**src/rtl/rapid_pkg.sv**
```systemverilog
// rapid_pkg: shared width, default reset PC and fetch buffer entry type
// No ports; imported by the fetch unit, its interface and the testbench.
package rapid_pkg;
  localparam int XLEN = 32;
  localparam logic [XLEN-1:0] RESET_PC_DEFAULT = 32'h0000_0000;
  typedef struct packed {
    logic [XLEN-1:0] pc;
    logic [XLEN-1:0] instruction;
  } fetch_entry_s;
endpackage

```
**src/rtl/fetch_unit_if.sv**
```systemverilog
// fetch_unit_if: instruction-memory, redirect and decoder handshake signals
// Modports: master = fetch unit side (drives o_*), slave = memory/decoder/branch side (drives i_*).
interface fetch_unit_if;
  import rapid_pkg::*;
  logic            o_imem_req;
  logic [XLEN-1:0] o_imem_addr;
  logic            i_imem_gnt;
  logic            i_imem_rvalid;
  logic [XLEN-1:0] i_imem_rdata;
  logic            i_redirect;
  logic [XLEN-1:0] i_redirect_pc;
  logic            o_valid;
  logic [XLEN-1:0] o_instruction;
  logic [XLEN-1:0] o_pc;
  logic            i_ready;
  modport master (
    output o_imem_req, o_imem_addr, o_valid, o_instruction, o_pc,
    input  i_imem_gnt, i_imem_rvalid, i_imem_rdata, i_redirect, i_redirect_pc, i_ready
  );
  modport slave (
    input  o_imem_req, o_imem_addr, o_valid, o_instruction, o_pc,
    output i_imem_gnt, i_imem_rvalid, i_imem_rdata, i_redirect, i_redirect_pc, i_ready
  );
endinterface

```
**src/rtl/fetch_fifo.sv**
```systemverilog
// fetch_fifo: synchronous FIFO with flush and occupancy count, no read bypass
// Ports: clk, rst, flush, push/push_data, pop, head (oldest entry), count (occupancy).
module fetch_fifo #(
  parameter int  DEPTH = 4,
  parameter type T = logic [31:0],
  localparam int AW = $clog2(DEPTH),
  localparam int CW = AW + 1
) (
  input  logic          clk,
  input  logic          rst,
  input  logic          flush,
  input  logic          push,
  input  T              push_data,
  input  logic          pop,
  output T              head,
  output logic [CW-1:0] count
);
  T mem [DEPTH];
  logic [AW-1:0] rd_ptr, wr_ptr;
  assign head = mem[rd_ptr];
  always_ff @(posedge clk) begin
    if (rst || flush) begin
      rd_ptr <= '0;
      wr_ptr <= '0;
      count  <= '0;
    end else begin
      if (push) begin
        mem[wr_ptr] <= push_data;
        wr_ptr      <= wr_ptr + 1'b1;
      end
      if (pop) rd_ptr <= rd_ptr + 1'b1;
      count <= count + CW'(push) - CW'(pop);
    end
  end
endmodule

```
**src/rtl/fetch_unit.sv**
```systemverilog
// fetch_unit: credit-limited instruction fetch with in-order buffer and redirect flush
// Ports: i_clk, i_rst (sync, active-high), bus (fetch_unit_if.master: imem req/gnt/rvalid, redirect, decoder valid/ready).
module fetch_unit
  import rapid_pkg::*;
#(
  parameter logic [XLEN-1:0] RESET_PC   = RESET_PC_DEFAULT,
  parameter int              FIFO_DEPTH = 4
) (
  input logic          i_clk,
  input logic          i_rst,
  fetch_unit_if.master bus
);
  localparam int CW = $clog2(FIFO_DEPTH) + 1;
  localparam logic [CW:0] CREDITS = FIFO_DEPTH;
  logic [XLEN-1:0] fetch_pc, tag_pc;
  logic [CW-1:0] in_flight, drop_count, buf_count, tag_count;
  fetch_entry_s head;
  logic grant, keep, pop;
  // Outstanding requests (even doomed ones) reserve buffer slots, so a kept response always fits.
  assign bus.o_imem_req  = !i_rst && !bus.i_redirect && ({1'b0, in_flight} + {1'b0, buf_count} < CREDITS);
  assign bus.o_imem_addr = i_rst ? RESET_PC : fetch_pc;
  assign grant = bus.o_imem_req && bus.i_imem_gnt;
  assign keep  = bus.i_imem_rvalid && drop_count == '0 && !bus.i_redirect && tag_count != '0;
  assign bus.o_valid       = !i_rst && !bus.i_redirect && buf_count != '0;
  assign bus.o_pc          = bus.o_valid ? head.pc : '0;
  assign bus.o_instruction = bus.o_valid ? head.instruction : '0;
  assign pop = bus.o_valid && bus.i_ready;
  fetch_fifo #(.DEPTH(FIFO_DEPTH), .T(logic [XLEN-1:0])) tag_q (
    .clk(i_clk), .rst(i_rst), .flush(bus.i_redirect),
    .push(grant), .push_data(fetch_pc), .pop(keep),
    .head(tag_pc), .count(tag_count)
  );
  fetch_fifo #(.DEPTH(FIFO_DEPTH), .T(fetch_entry_s)) buf_q (
    .clk(i_clk), .rst(i_rst), .flush(bus.i_redirect),
    .push(keep), .push_data(fetch_entry_s'{tag_pc, bus.i_imem_rdata}), .pop(pop),
    .head(head), .count(buf_count)
  );
  // A response landing in the redirect cycle is itself discarded, so only the rest remain to drop.
  always_ff @(posedge i_clk) begin
    if (i_rst) begin
      fetch_pc   <= RESET_PC;
      in_flight  <= '0;
      drop_count <= '0;
    end else begin
      in_flight  <= in_flight + CW'(grant) - CW'(bus.i_imem_rvalid);
      drop_count <= bus.i_redirect ? in_flight - CW'(bus.i_imem_rvalid)
                                   : drop_count - CW'(bus.i_imem_rvalid && drop_count != '0);
      fetch_pc   <= bus.i_redirect ? (bus.i_redirect_pc & ~XLEN'(3))
                  : grant          ? fetch_pc + XLEN'(4) : fetch_pc;
    end
  end
endmodule

```
**src/flat_wrapper.sv**
```systemverilog
// flat-port wrapper written by rule: the top's interface ports become plain ports
module fetch_unit_flat import rapid_pkg::*;
#(
  parameter logic [XLEN-1:0] RESET_PC   = RESET_PC_DEFAULT,
  parameter int              FIFO_DEPTH = 4
)
  (i_clk, i_rst, bus_o_imem_req, bus_o_imem_addr, bus_o_valid, bus_o_instruction, bus_o_pc, bus_i_imem_gnt, bus_i_imem_rvalid, bus_i_imem_rdata, bus_i_redirect, bus_i_redirect_pc, bus_i_ready);
  fetch_unit_if bus_i ();
  input logic i_clk;
  input logic i_rst;
  output wire logic [$bits(bus_i.o_imem_req)-1:0] bus_o_imem_req;
  output wire logic [$bits(bus_i.o_imem_addr)-1:0] bus_o_imem_addr;
  output wire logic [$bits(bus_i.o_valid)-1:0] bus_o_valid;
  output wire logic [$bits(bus_i.o_instruction)-1:0] bus_o_instruction;
  output wire logic [$bits(bus_i.o_pc)-1:0] bus_o_pc;
  input wire logic [$bits(bus_i.i_imem_gnt)-1:0] bus_i_imem_gnt;
  input wire logic [$bits(bus_i.i_imem_rvalid)-1:0] bus_i_imem_rvalid;
  input wire logic [$bits(bus_i.i_imem_rdata)-1:0] bus_i_imem_rdata;
  input wire logic [$bits(bus_i.i_redirect)-1:0] bus_i_redirect;
  input wire logic [$bits(bus_i.i_redirect_pc)-1:0] bus_i_redirect_pc;
  input wire logic [$bits(bus_i.i_ready)-1:0] bus_i_ready;
  assign bus_o_imem_req = bus_i.o_imem_req;
  assign bus_o_imem_addr = bus_i.o_imem_addr;
  assign bus_o_valid = bus_i.o_valid;
  assign bus_o_instruction = bus_i.o_instruction;
  assign bus_o_pc = bus_i.o_pc;
  assign bus_i.i_imem_gnt = bus_i_imem_gnt;
  assign bus_i.i_imem_rvalid = bus_i_imem_rvalid;
  assign bus_i.i_imem_rdata = bus_i_imem_rdata;
  assign bus_i.i_redirect = bus_i_redirect;
  assign bus_i.i_redirect_pc = bus_i_redirect_pc;
  assign bus_i.i_ready = bus_i_ready;
  fetch_unit #(.RESET_PC(RESET_PC), .FIFO_DEPTH(FIFO_DEPTH)) u_core (.i_clk(i_clk), .i_rst(i_rst), .bus(bus_i));
endmodule
```
**config.mk**
```make
export PLATFORM = sky130hd
export DESIGN_NAME = fetch_unit_flat
export DESIGN_NICKNAME = d
export VERILOG_FILES = /design/src/rtl/rapid_pkg.sv /design/src/rtl/fetch_unit_if.sv /design/src/rtl/fetch_fifo.sv /design/src/rtl/fetch_unit.sv /design/src/flat_wrapper.sv
export SDC_FILE = /design/constraint.sdc
export NUM_CORES = 1
export LEC_CHECK = 0
export BUFFER_PORTS_ARGS = -buffer_cell sky130_fd_sc_hd__buf_2
export CORE_MARGIN = 10
export CORE_UTILIZATION = 55
export CTS_CLUSTER_SIZE = 16
export DETAILED_ROUTE_END_ITERATION = 16
export GPL_ROUTABILITY_DRIVEN = 0
export PLACE_DENSITY = 0.75
export SLEW_MARGIN = 10
export SYNTH_ARGS = -nofsm -noshare
export SYNTH_HDL_FRONTEND = slang
export SYNTH_SLANG_ARGS = --single-unit
```
**constraint.sdc**
```tcl
create_clock -name i_clk -period 8.3 [get_ports i_clk]
set_input_delay 0.83 -clock i_clk [delete_from_list [all_inputs] [get_ports i_clk]]
set_output_delay 0.83 -clock i_clk [all_outputs]
set_load 0.02 [all_outputs]
```
==> results of run 1 <==
[state kept, by name (all words and copies together) (netlist names), named ones only]
signal               cells
u_core.in_flight         3
u_core.buf_q.rd_ptr      2
u_core.tag_q.wr_ptr      2
u_core.drop_count        3
u_core.buf_q.mem       248
u_core.fetch_pc         30
u_core.tag_q.count       3
u_core.buf_q.wr_ptr      2
u_core.tag_q.mem       120
u_core.tag_q.rd_ptr      2
u_core.buf_q.count       3
[per-stage QoR]
stage / util (%) / hold WS, ns / instance area (um^2) / total power [mW]
after floorplan: - / 0.4692 / 16880 / 2.507
after global placement: 59.40 / 0.4854 / 18070 / 2.565
after detailed placement: 59.40 / 0.4970 / 18070 / 2.571
after CTS: 63.72 / 0.4752 / 19390 / 4.376
after global routing: 63.72 / 0.4907 / 19390 / 4.484
final: 63.72 / 0.4987 / 19390 / 4.334
[synthesized netlist by cell type (2+ instances only)]
cell | count | share of area (%)
edfxtp_1 | 368 | 66
mux4_2 | 92 | 12
and2_1 | 78 | 2.9
dfxtp_1 | 54 | 6.4
nor2_1 | 43 | 0.96
nand2_1 | 33 | 0.73
clkbuf_1 | 32 | 0.71
nor2b_1 | 32 | 1.2
ha_1 | 21 | 1.6
inv_1 | 21 | 0.47
a21oi_1 | 16 | 0.47
nand3_1 | 16 | 0.47
buf_1 | 13 | 0.29
o21ai_0 | 13 | 0.39
xnor2_1 | 12 | 0.62
nor3_1 | 11 | 0.33
a31oi_1 | 8 | 0.30
nand4_1 | 8 | 0.30
a211oi_1 | 5 | 0.22
and3_1 | 5 | 0.19
xor2_1 | 5 | 0.26
buf_4 | 4 | 0.18
mux2_2 | 4 | 0.27
nor4_1 | 4 | 0.15
or3_1 | 4 | 0.15
a32oi_1 | 3 | 0.16
and4_1 | 3 | 0.16
buf_2 | 3 | 0.089
fa_1 | 3 | 0.36
mux2i_1 | 3 | 0.18
o22ai_1 | 3 | 0.11
a21o_1 | 2 | 0.089
a221oi_1 | 2 | 0.10
a222oi_1 | 2 | 0.12
a22oi_1 | 2 | 0.089
a311o_1 | 2 | 0.12
clkinv_1 | 2 | 0.045
o211ai_1 | 2 | 0.089
or2_2 | 2 | 0.074
or4b_1 | 2 | 0.12
[layout make-up]
type	instances	area [um^2]	area share, %
clock buffers	53	1114	5.743
clock inverters	21	201.4	1.039
inverters	23	86.33	0.4453
multi-input cells	460	4464	23.03
flip-flops and latches	422	12140	62.61
well taps	396	495.5	2.555
repair buffers	172	888.4	4.582
[worst max-delay path: cells and delay by family]
family / cells / cell delay, ns
buf+inv: 4 / 1.05
simple gates: 3 / 0.91
[worst max-delay path by stage]
stage,startpoint,to,slack (ns)
after global placement,i_rst,u_core.buf_q.count[2],4.34
after detailed placement,i_rst,u_core.buf_q.count[2],4.29
final,i_rst,bus_o_pc[6],4.55
after CTS,flop,bus_o_pc[6],4.42
after global routing,flop,bus_o_pc[6],4.29
after floorplan,bus_i_redirect,u_core.buf_q.mem[0][0],4.80
[kinds of logic (layout without fill, tap and decap cells)]
family                   count (synthesis)  after routing
AO/OA/AOI/OAI                           68             68
XOR/XNOR                                17             17
adder cells (fa/ha/maj)                 24             24
buffers and inverters                   75            269
flip-flops                             422            422
multiplexers                           100            100
other                                    1              4
AND/OR/NAND/NOR                        247            247
[per-layer routing]
layer | part of all wire (%) | global-route usage [%] | vias to the layer above
met3 | 6.4 | 4.060 | 47
met1 | 44 | 24.13 | 4415
met4 | 1.6 | 4.299 | 0
li1 | - | - | 4043
met5 | 0 | 0 | -
met2 | 48 | 28.01 | 311
[report_power, final]
| group | internal [mW] | total [mW] | switching (mW) |
|---|---|---|---|
| clock network | 1.07 | 1.81 | 0.734 |
| logic | 0.0660 | 0.158 | 0.0922 |
| registers | 2.33 | 2.37 | 0.0365 |
==> results by group, run 1 <==
Outcome
  • Status: complete, no violations

Yosys
  • FFs w/ async S/R, synth: 0%
  • Mapped Cells: between 900 and 1000
  • Cell area after synthesis: 16870 um^2
  • Number of enable flip-flop cells after synthesis: 368
  • Syn Area/Cell: 17.68 um^2
  • Register area share after synthesis: 71.92%
  • Post-Synth Adder-Cell Area: 1.914%
  • Largest family of logic cells by synthesized area: multiplexers
  • Xor/xnor share of the synthesized area: 0.8827%
  • Synth cell types: 56
  • Mux contribution to synthesized area: between 10% and 20%
  • Ys Warns: 0
  • Synth Flop Type: edfxtp_1
  • Post-synthesis compound-gate area fraction: 2.656%
  • Simple-gate share of the synthesized area: between 8 and 9%
  • #FFs+latches synth: 422

Timing
  • Shortest period the worst path allows: around 3.7 ns
  • Worst Max-Slew Pin Slew: approximately 1.1 ns
  • TNS Setup: 0 ns
  • Final worst setup slack: about 4.6 ns
  • Tcrit/Tclk final: 45.18%
  • Fin. Hold Viols: 0
  • Final setup fails: 0
  • F_max: 266.7 MHz
  • Rel. slew slack: 27.54%
  • Final Skew: 0.02162 ns
  • Count of final max-slew check failures: 0
  • RSZ-0062 raised after global routing: false

Critical path
  • Startpoint Class: input port
  • Worst EP required: 7.47 ns
  • Crit. End Element: output pin
  • Worst Setup Path Type: in -> out
  • CP max-delay cell: or2_2
  • Crit path arrival time: 2.92 ns
  • Critical R2R Capture: u_core.tag_q.count[2]
  • Max incr delay on CP: 0.51 ns
  • Max FO, Critical Path: 70
  • RR Startpoint: u_core.buf_q.count[1]
  • Worst-path cell chain: buf_2, buf_4, or2_2, nor2_4, buf_4, and2_1, buf_2
  • Worst reg-to-reg setup slack: 5.34 ns
  • R2R cell count: 11

Global routing
  • Vias in the first global route: 9296
  • Global-route wire length before repair: 53.48 mm
  • Largest net degree at the start of global routing: 71
  • Initial antenna violation count: 0
  • GRT Overall Usage: 17.56%
  • Grt ovf: 0

Floorplan
  • Die area: between 30000 and 40000 um^2
  • Cell Rows: 64
  • Starting Density: between 50% and 60%
  • Die extent in y: 195.1 um
  • Die width: 195.1 um
  • CORE AREA: 30430 um^2
  • I/O pins: 168

CTS
  • H-tree Lvls: 2
  • CTS Buffer Depth: 3
  • Worst-skew pair later-pin latency: 0.53 ns
  • Post-CTS setup buffer count: 0
  • Num CTS Buffers: 42
  • Clk root buf: clkbuf_16
  • TritonCTS clock tree: yes
  • CTS-repair resized insts: 0
  • Clk sinks: 422
  • Clock Pin Slew Worst Setup and Hold Paths: 0.06 ns
  • # hold bufs at CTS: 0

Final layout
  • Synthesis-to-layout area growth: 14.95%
  • Fin nets: 1215
  • Finished Layout Cells: 1547
  • Ant diodes: 0
  • Share of cells above drive strength 1: 29.63%
  • Layout filler cell count: 2163
  • Most frequent cells in the layout: 368 x edfxtp_1, 161 x buf_2, 92 x mux4_2, 70 x and2_1, 50 x dfxtp_1
  • Most common cell after layout, fill and taps aside: edfxtp_1

Place
  • Dpl cells: 1473
  • Hpwl dp: 19.46 mm
  • Setup WS pre-CTS: 4.292 ns
  • Count of input and output buffers: 161

Flow run
  • Max_cap viols: 0

Routing
  • Vias: 8816
  • Detail Route Antenna Nets: 0
  • Total wire length: around 33 mm
  • DRT Pass-1 Iters: 5
  • Wire per inst: 21.59 um
  • First DRT Iteration DRCs: 607
  • DRC errors left: 0
  • Vias/cell: 5.699

Hold path
  • HP Class: in -> reg
  • Hold depth: 2
  • Hold_sp: bus_i_redirect_pc[26]
  • Worst hold endpoint: u_core.fetch_pc[26]

Power
  • Pwr dens: 223.6 nW/um^2
  • Worst VDD drop: between 0.00015 and 0.0002 V
  • Leakage: 6.651 nW
Power figures use the tool's default switching activity.
==> inputs of run 2 (changes only) <==
clock period = 3.9 ns   (was 8.3 ns; I/O delays follow)
==> run 2 against run 1 <==
Against the previous run:
- power rose by 120%
- clock-buffer cell count rose by 4
- sequential cell count did not move
- routed wire length fell by 1.1%
- critical path type is now reg -> reg
- largest cell class unchanged
==> results by group, run 2 (synthesis results as in run 1) <==
Final layout
  • Fin nets: 1230 (was 1215)
  • Largest Register: u_core.buf_q.mem (unchanged)
  • Largest registers: u_core.buf_q.mem (248), u_core.tag_q.mem (120), u_core.fetch_pc (30) (unchanged)
  • Layout filler cell count: 2084 (was 2163)
  • Share of cells above drive strength 1: 30.42% (was 29.63%)
  • Synthesis-to-layout area growth: 16.51% (was 14.95%)
  • Most common cell after layout, fill and taps aside: edfxtp_1 (unchanged)
  • Max reg flops: 248 (unchanged)
  • Most frequent cells in the layout: 368 x edfxtp_1, 161 x buf_2, 92 x mux4_2, 74 x and2_1, 50 x dfxtp_1 (was 368 x edfxtp_1, 161 x buf_2, 92 x mux4_2, 70 x and2_1, 50 x dfxtp_1)

Global routing
  • Global-route wire length before repair: 52.61 mm (was 53.48 mm)
  • Grt ovf: 0 (unchanged)
  • Initial antenna violation count: 1 (was 0)
  • Vias in the first global route: 9330 (was 9296)
  • Largest net degree at the start of global routing: 65 (was 71)
  • GRT Overall Usage: 17.22% (was 17.56%)

Place
  • Count of input and output buffers: 161 (unchanged)
  • Hpwl dp: 21.04 mm (was 19.46 mm)

CTS
  • CTS-repair resized insts: 0 (unchanged)
  • Clk root buf: clkbuf_16 (unchanged)
  • Clock Pin Slew Worst Setup and Hold Paths: 0.06 ns (about the same)
  • H-tree Lvls: 2 (unchanged)
  • Post-CTS setup buffer count: 0 (unchanged)
  • TritonCTS clock tree: yes (unchanged)
  • Num CTS Buffers: 42 (unchanged)
  • # hold bufs at CTS: 0 (unchanged)
  • Worst-skew pair later-pin latency: 0.53 ns (about the same)
  • CTS Buffer Depth: 3 (unchanged)
  • Clk sinks: 422 (unchanged)

Timing
  • Count of final max-slew check failures: 0 (unchanged)
  • Worst Max-Slew Pin Slew: 0.9310 ns (was 1.087 ns)
  • Rel. slew slack: 37.94% (was 27.54%)
  • F_max: 341.0 MHz
  • Final Skew: 0.01627 ns (was 0.02162 ns)
  • TNS Setup: 0 ns (unchanged)
  • WHS: 0.05483 ns (was 0.4987 ns)
  • Final setup fails: 0 (unchanged)
  • Fin. Hold Viols: 0 (unchanged)
  • Shortest period the worst path allows: just under 3 ns
  • Tcrit/Tclk final: 75.20%
  • RSZ-0062 raised after global routing: false (unchanged)

Critical path
  • Max incr delay on CP: 0.54 ns (was 0.51 ns)
  • CP max-delay cell: or4b_1 (was or2_2)
  • Worst Setup Path Type: reg -> reg (was in -> out)
  • Worst-path cell chain: ha_1, or4b_1, or2_1, ha_1, inv_1, ha_1, fa_1, xnor2_1, xnor2_1, nor2_1 (was buf_2, buf_4, or2_2, nor2_4, buf_4, and2_1, buf_2)
  • Top cell family by delay on the critical path: adder cells (was buffers and inverters)
  • Crit. End Element: flop (was output pin)
  • Critical Path Stages: 10 (was 7)
  • Crit path arrival time: 3.34 ns (was 2.92 ns)
  • Max FO, Critical Path: 11 (was 70)
  • RR Startpoint: u_core.buf_q.count[1] (unchanged)
  • CP Launch Point: u_core.buf_q.count[1] (was i_rst)
  • Most frequent CP cell: ha_1
  • CP Capture Point: u_core.tag_q.count[2] (was bus_o_pc[6])
  • WP buf/inv: 1 (was 4)
  • Worst reg-to-reg setup slack: 0.97 ns (was 5.34 ns)
  • Worst EP required: 4.31 ns (was 7.47 ns)
  • R2R cell count: 10 (was 11)
  • Critical R2R Capture: u_core.tag_q.count[2] (unchanged)
  • Startpoint Class: flop (was input port)

Power
  • Total power: 9.345 mW (was 4.334 mW)
  • Worst VDD drop: 0.0003218 V (was 0.0001648 V)
  • Pwr dens: 475.5 nW/um^2 (was 223.6 nW/um^2)
  • Leakage: 6.774 nW (was 6.651 nW)

Floorplan
  • Starting Density: 55.43% (unchanged)
  • Die extent in y: 195.1 um (unchanged)
  • Cell Rows: 64 (unchanged)
  • I/O pins: 168 (unchanged)
  • CORE AREA: 30430 um^2 (unchanged)
  • Die area: 38070 um^2 (unchanged)
  • Die width: 195.1 um (unchanged)

Outcome
  • Status: complete, no violations (unchanged)

Routing
  • Wire per inst: 21.13 um (was 21.59 um)
  • Vias: 8911 (was 8816)
  • DRT Pass-1 Iters: 5 (unchanged)
  • First DRT Iteration DRCs: 673 (was 607)
  • Vias/cell: 5.698 (was 5.699)
  • DRC errors left: 0 (unchanged)
  • Detail Route Antenna Nets: 0 (unchanged)
  • Total wire length: 33.04 mm (was 33.41 mm)

Hold path
  • Hold_sp: bus_i_redirect_pc[26] (unchanged)
  • HP Class: in -> reg (unchanged)

Flow run
  • Max_cap viols: 0 (unchanged)
## run 2: changes by cell type in the layout (fill, tap and decap cells not counted)
cell,previous run,this run
buf_12,0,8
buf_4,11,18
and2_1,70,74
and2_2,8,4
clkinv_1,11,8
clkbuf_16,43,45
clkinvlp_4,0,2
clkbuf_1,10,11
clkbuf_8,0,1
clkinv_2,5,6
clkinv_4,1,0
clkinvlp_2,1,0
diode_2,0,1
inv_6,1,0
## run 2: per-layer routing
layer | global-route usage (%) | wire length [um]
met5 | 0 | 13
met4 | 4.157 | 542
met3 | 4.145 | 2514
met2 | 26.72 | 15460
met1 | 24.26 | 14510
## run 2: worst reg2reg max path: stages, from the launching register on
cell and delay, ns:
dfxtp_1 0.34, ha_1 0.24, or4b_1 0.54, or2_1 0.38, ha_1 0.34, inv_1 0.04, ha_1 0.18, fa_1 0.38
xnor2_1 0.18, xnor2_1 0.14, nor2_1 0.05
## run 2: worst min path at each step
stage,to,slack (ns),cells after the start
finish,u_core.fetch_pc[26],0.05,2
floorplan,u_core.tag_q.wr_ptr[1],0.47,2
CTS,u_core.fetch_pc[26],0.03,2
global route,u_core.fetch_pc[26],0.05,2
detailed placement,u_core.tag_q.wr_ptr[1],0.50,2
global placement,u_core.tag_q.wr_ptr[1],0.49,2
## run 2: where the power goes
part / leakage (nW) / switching, mW / internal [mW]
registers: 3.78 / 0.0765 / 4.97
logic: 2.33 / 0.201 / 0.143
clock network: 0.664 / 1.57 / 2.38
total: 6.77 / 1.85 / 7.49
## run 2: through the flow
step / instance area, um^2 / util (%) / cells / setup slack [ns]
6_report: 19650 / 64.58 / 1564 / 0.9672
5_1_grt: 19650 / 64.58 / 1563 / 0.7689
4_1_cts: 19650 / 64.58 / 1563 / 0.8817
3_5_place_dp: 18280 / 60.08 / 1488 / 0.9092
3_3_place_gp: 18280 / 60.08 / 1488 / 0.9806
2_1_floorplan: 16880 / - / 957 / 0.7096
## run 2: area by class of cell
| type | instances | area, um^2 | area share (%) |
|---|---|---|---|
| timing repair buffer | 187 | 1101 | 5.603 |
| multi-input combinational | 460 | 4459 | 22.69 |
| inverter | 23 | 86.33 | 0.4393 |
| clock inverter | 18 | 187.7 | 0.9550 |
| tap | 396 | 495.5 | 2.521 |
| clock buffer | 57 | 1181 | 6.010 |
| antenna | 1 | 2.502 | 0.01273 |
| sequential | 422 | 12140 | 61.77 |
==> inputs of run 3 (changes only) <==
clock period = 3 ns   (was 3.9 ns; I/O delays follow)
==> run 3 against run 2 <==
Against the previous run:
- combinational power rose by 44%
- power rose by 30%
- worst hold slack got worse by 0.032 ns
==> results by group, run 3 (synthesis results as in run 1) <==
Critical path
  • Worst EP required: 3.42 ns (was 4.31 ns)
  • R2R cell count: 10 (unchanged)
  • Crit path arrival time: 3.15 ns (was 3.34 ns)
  • Most frequent CP cell: ha_1 (unchanged)
  • Worst reg-to-reg setup slack: 0.27 ns (was 0.97 ns)
  • Max FO, Critical Path: 4 (was 11)
  • Startpoint Class: flop (unchanged)
  • Worst-path cell chain: ha_1, or4b_1, or2_1, ha_1, inv_1, ha_1, fa_1, xnor2_1, xnor2_1, nor2_1 (unchanged)
  • CP max-delay cell: or4b_1 (unchanged)
  • Worst Setup Path Type: reg -> reg (unchanged)
  • Critical R2R Capture: u_core.tag_q.count[2] (unchanged)
  • WP buf/inv: 1 (unchanged)
  • Crit. End Element: flop (unchanged)
  • Max incr delay on CP: 0.53 ns (was 0.54 ns)
  • Top cell family by delay on the critical path: adder cells (unchanged)
  • RR Startpoint: u_core.buf_q.count[1] (unchanged)

Floorplan
  • CORE AREA: 30430 um^2 (unchanged)
  • Die area: 38070 um^2 (unchanged)
  • I/O pins: 168 (unchanged)
  • Cell Rows: 64 (unchanged)
  • Starting Density: 55.43% (unchanged)
  • Die extent in y: 195.1 um (unchanged)
  • Die width: 195.1 um (unchanged)

Timing
  • Final setup fails: 0 (unchanged)
  • RSZ-0062 raised after global routing: false (unchanged)
  • Fin. Hold Viols: 0 (unchanged)
  • Worst Max-Slew Pin Slew: 0.6921 ns (was 0.9310 ns)
  • Rel. slew slack: 53.86% (was 37.94%)
  • Tcrit/Tclk final: 91.06% (was 75.20%)
  • WHS: 0.02332 ns (was 0.05483 ns)
  • Count of final max-slew check failures: 0 (unchanged)
  • TNS Setup: 0 ns (unchanged)
  • Final Skew: 0.01480 ns (was 0.01627 ns)
  • F_max: 366.1 MHz (was 341.0 MHz)
  • Shortest period the worst path allows: 2.732 ns (was 2.933 ns)

Routing
  • DRT Pass-1 Iters: 6 (was 5)
  • Detail Route Antenna Nets: 0 (unchanged)
  • Total wire length: 33.79 mm (was 33.04 mm)
  • Vias: 9125 (was 8911)
  • Wire per inst: 21.11 um (was 21.13 um)
  • DRC errors left: 0 (unchanged)
  • First DRT Iteration DRCs: 582 (was 673)
  • Vias/cell: 5.700 (was 5.698)

Global routing
  • Vias in the first global route: 9397 (was 9330)
  • GR peak layer: met2 (unchanged)
  • Met3 Usage GRT: 4.197% (was 4.145%)
  • Met2 usage: 27.80% (was 26.72%)
  • Largest net degree at the start of global routing: 69 (was 65)
  • GRT Overall Usage: 17.54% (was 17.22%)
  • Grt ovf: 0 (unchanged)
  • Global-route wire length before repair: 53.55 mm (was 52.61 mm)
  • Initial antenna violation count: 0 (was 1)
  • Met1 GRT Util: 24.39% (was 24.26%)

Final layout
  • Layout filler cell count: 2089 (was 2084)
  • Multi-input logic area: 4464 um^2 (was 4459 um^2)
  • Fin nets: 1270 (was 1230)
  • Largest registers: u_core.buf_q.mem (248), u_core.tag_q.mem (120), u_core.fetch_pc (30) (unchanged)
  • Max reg flops: 248 (unchanged)
  • Seq. cell area: 12140 um^2 (about the same)
  • Most frequent cells in the layout: 368 x edfxtp_1, 161 x buf_2, 92 x mux4_2, 70 x and2_1, 51 x dfxtp_1 (was 368 x edfxtp_1, 161 x buf_2, 92 x mux4_2, 74 x and2_1, 50 x dfxtp_1)
  • Share of cells above drive strength 1: 29.96% (was 30.42%)
  • Synthesis-to-layout area growth: 18.93% (was 16.51%)
  • Largest Register: u_core.buf_q.mem (unchanged)
  • Finished Cell Area: 20060 um^2 (was 19650 um^2)
  • Ant diodes: 0 (was 1)
  • Most common cell after layout, fill and taps aside: edfxtp_1 (unchanged)
  • Finished Layout Cells: 1601 (was 1564)

Hold path
  • Hold_sp: bus_i_redirect_pc[11] (was bus_i_redirect_pc[26])
  • HP Class: in -> reg (unchanged)
  • Worst hold endpoint: u_core.fetch_pc[11] (was u_core.fetch_pc[26])
  • Hold depth: 3 (was 2)

Power
  • Switching Fraction: 19.60% (was 19.81%)
  • Pwr dens: 605.4 nW/um^2 (was 475.5 nW/um^2)
  • Worst VDD drop: 0.0004215 V (was 0.0003218 V)
  • Leakage: 6.943 nW (was 6.774 nW)
  • Total power: 12.15 mW (was 9.345 mW)
  • Clock network power share: 41.9% (was 42.3%)
  • Sw Pwr: 2.381 mW (was 1.851 mW)
  • Combinational power share: 4.1% (was 3.7%)
  • Internal power: 9.765 mW (was 7.494 mW)
  • Reg power frac: 54.0% (about the same)

CTS
  • Clock Pin Slew Worst Setup and Hold Paths: 0.06 ns (about the same)
  • Num CTS Buffers: 42 (unchanged)
  • CTS-repair resized insts: 0 (unchanged)
  • Clk sinks: 422 (unchanged)
  • TritonCTS clock tree: yes (unchanged)
  • H-tree Lvls: 2 (unchanged)
  • Clk root buf: clkbuf_16 (unchanged)
  • CTS Buffer Depth: 3 (unchanged)
  • Worst-skew pair later-pin latency: 0.53 ns (about the same)
  • Post-CTS setup buffer count: 0 (unchanged)

Flow run
  • Max_cap viols: 0 (unchanged)

Place
  • Count of input and output buffers: 161 (unchanged)
  • Placed standard-cell area: 18370 um^2 (was 18280 um^2)
  • Hpwl dp: 21.76 mm (was 21.04 mm)
  • Dpl cells: 1494 (was 1488)

Outcome
  • Status: complete, no violations (unchanged)
==> run 3: cell count changes in the layout (fill, tap and decap cells not counted), sizes merged <==
| cell | delta |
|---|---|
| dlygate4sd3 | +34 |
| buf | +6 |
| clkinv | -6 |
| clkbuf | +4 |
| diode | -1 |
==> run 3: layout make-up <==
type / instances / share of cell area [%]
sequential: 422 / 60.51
multi-input combinational: 460 / 22.25
timing repair buffer: 227 / 7.597
clock buffer: 61 / 5.913
tap: 396 / 2.470
clock inverter: 12 / 0.8295
inverter: 23 / 0.4304
==> run 3: per-layer routing <==
metal	part of all wire, %	vias up
li1	-	4157
met1	43	4552
met2	48	370
met3	7.6	46
met4	1.4	0
met5	0	-
==> run 3: power by group through the flow <==
stage	sequential (mW)	clock (mW)	combinational [mW]
global placement	6.67	0	0.444
detailed placement	6.68	0	0.457
finish	6.56	5.09	0.495
global route	6.57	5.47	0.549
floorplan	6.64	0	0.298
CTS	6.55	5.22	0.496
==> run 3: how the worst max path moves through the flow <==
stage / slack [ns] / cells past startpoint / from / to
3_3_place_gp: 0.29 / 10 / u_core.buf_q.count[1] / u_core.tag_q.count[2]
3_5_place_dp: 0.29 / 10 / u_core.buf_q.count[1] / u_core.tag_q.count[2]
4_1_cts: 0.25 / 10 / u_core.buf_q.count[1] / u_core.tag_q.count[2]
2_1_floorplan: -0.03 / 13 / u_core.buf_q.count[1] / u_core.tag_q.count[2]
6_report: 0.27 / 10 / u_core.buf_q.count[1] / u_core.tag_q.count[2]
5_1_grt: 0.14 / 10 / u_core.buf_q.count[1] / u_core.tag_q.count[2]
==> run 3: what timing repair did <==
item / CTS / global route
endpoints found under the setup margin: 0 / 0
endpoints found under the hold margin: 130 / 0
hold buffers: 34 / 0
==> run 3: metrics by stage <==
| step | utilization (%) | setup WS, ns |
|---|---|---|
| after CTS | 65.93 | 0.2465 |
| after global routing | 65.93 | 0.1351 |
| after global placement | 60.36 | 0.2871 |
| after floorplan | - | -0.02622 |
| final | 65.93 | 0.2683 |
| after detailed placement | 60.36 | 0.2859 |
==> run 3: tightest hold or removal path, cell delays in order <==
cell and delay [ns]:
buf_2 0.10, nand2_1 0.05, a21oi_1 0.05
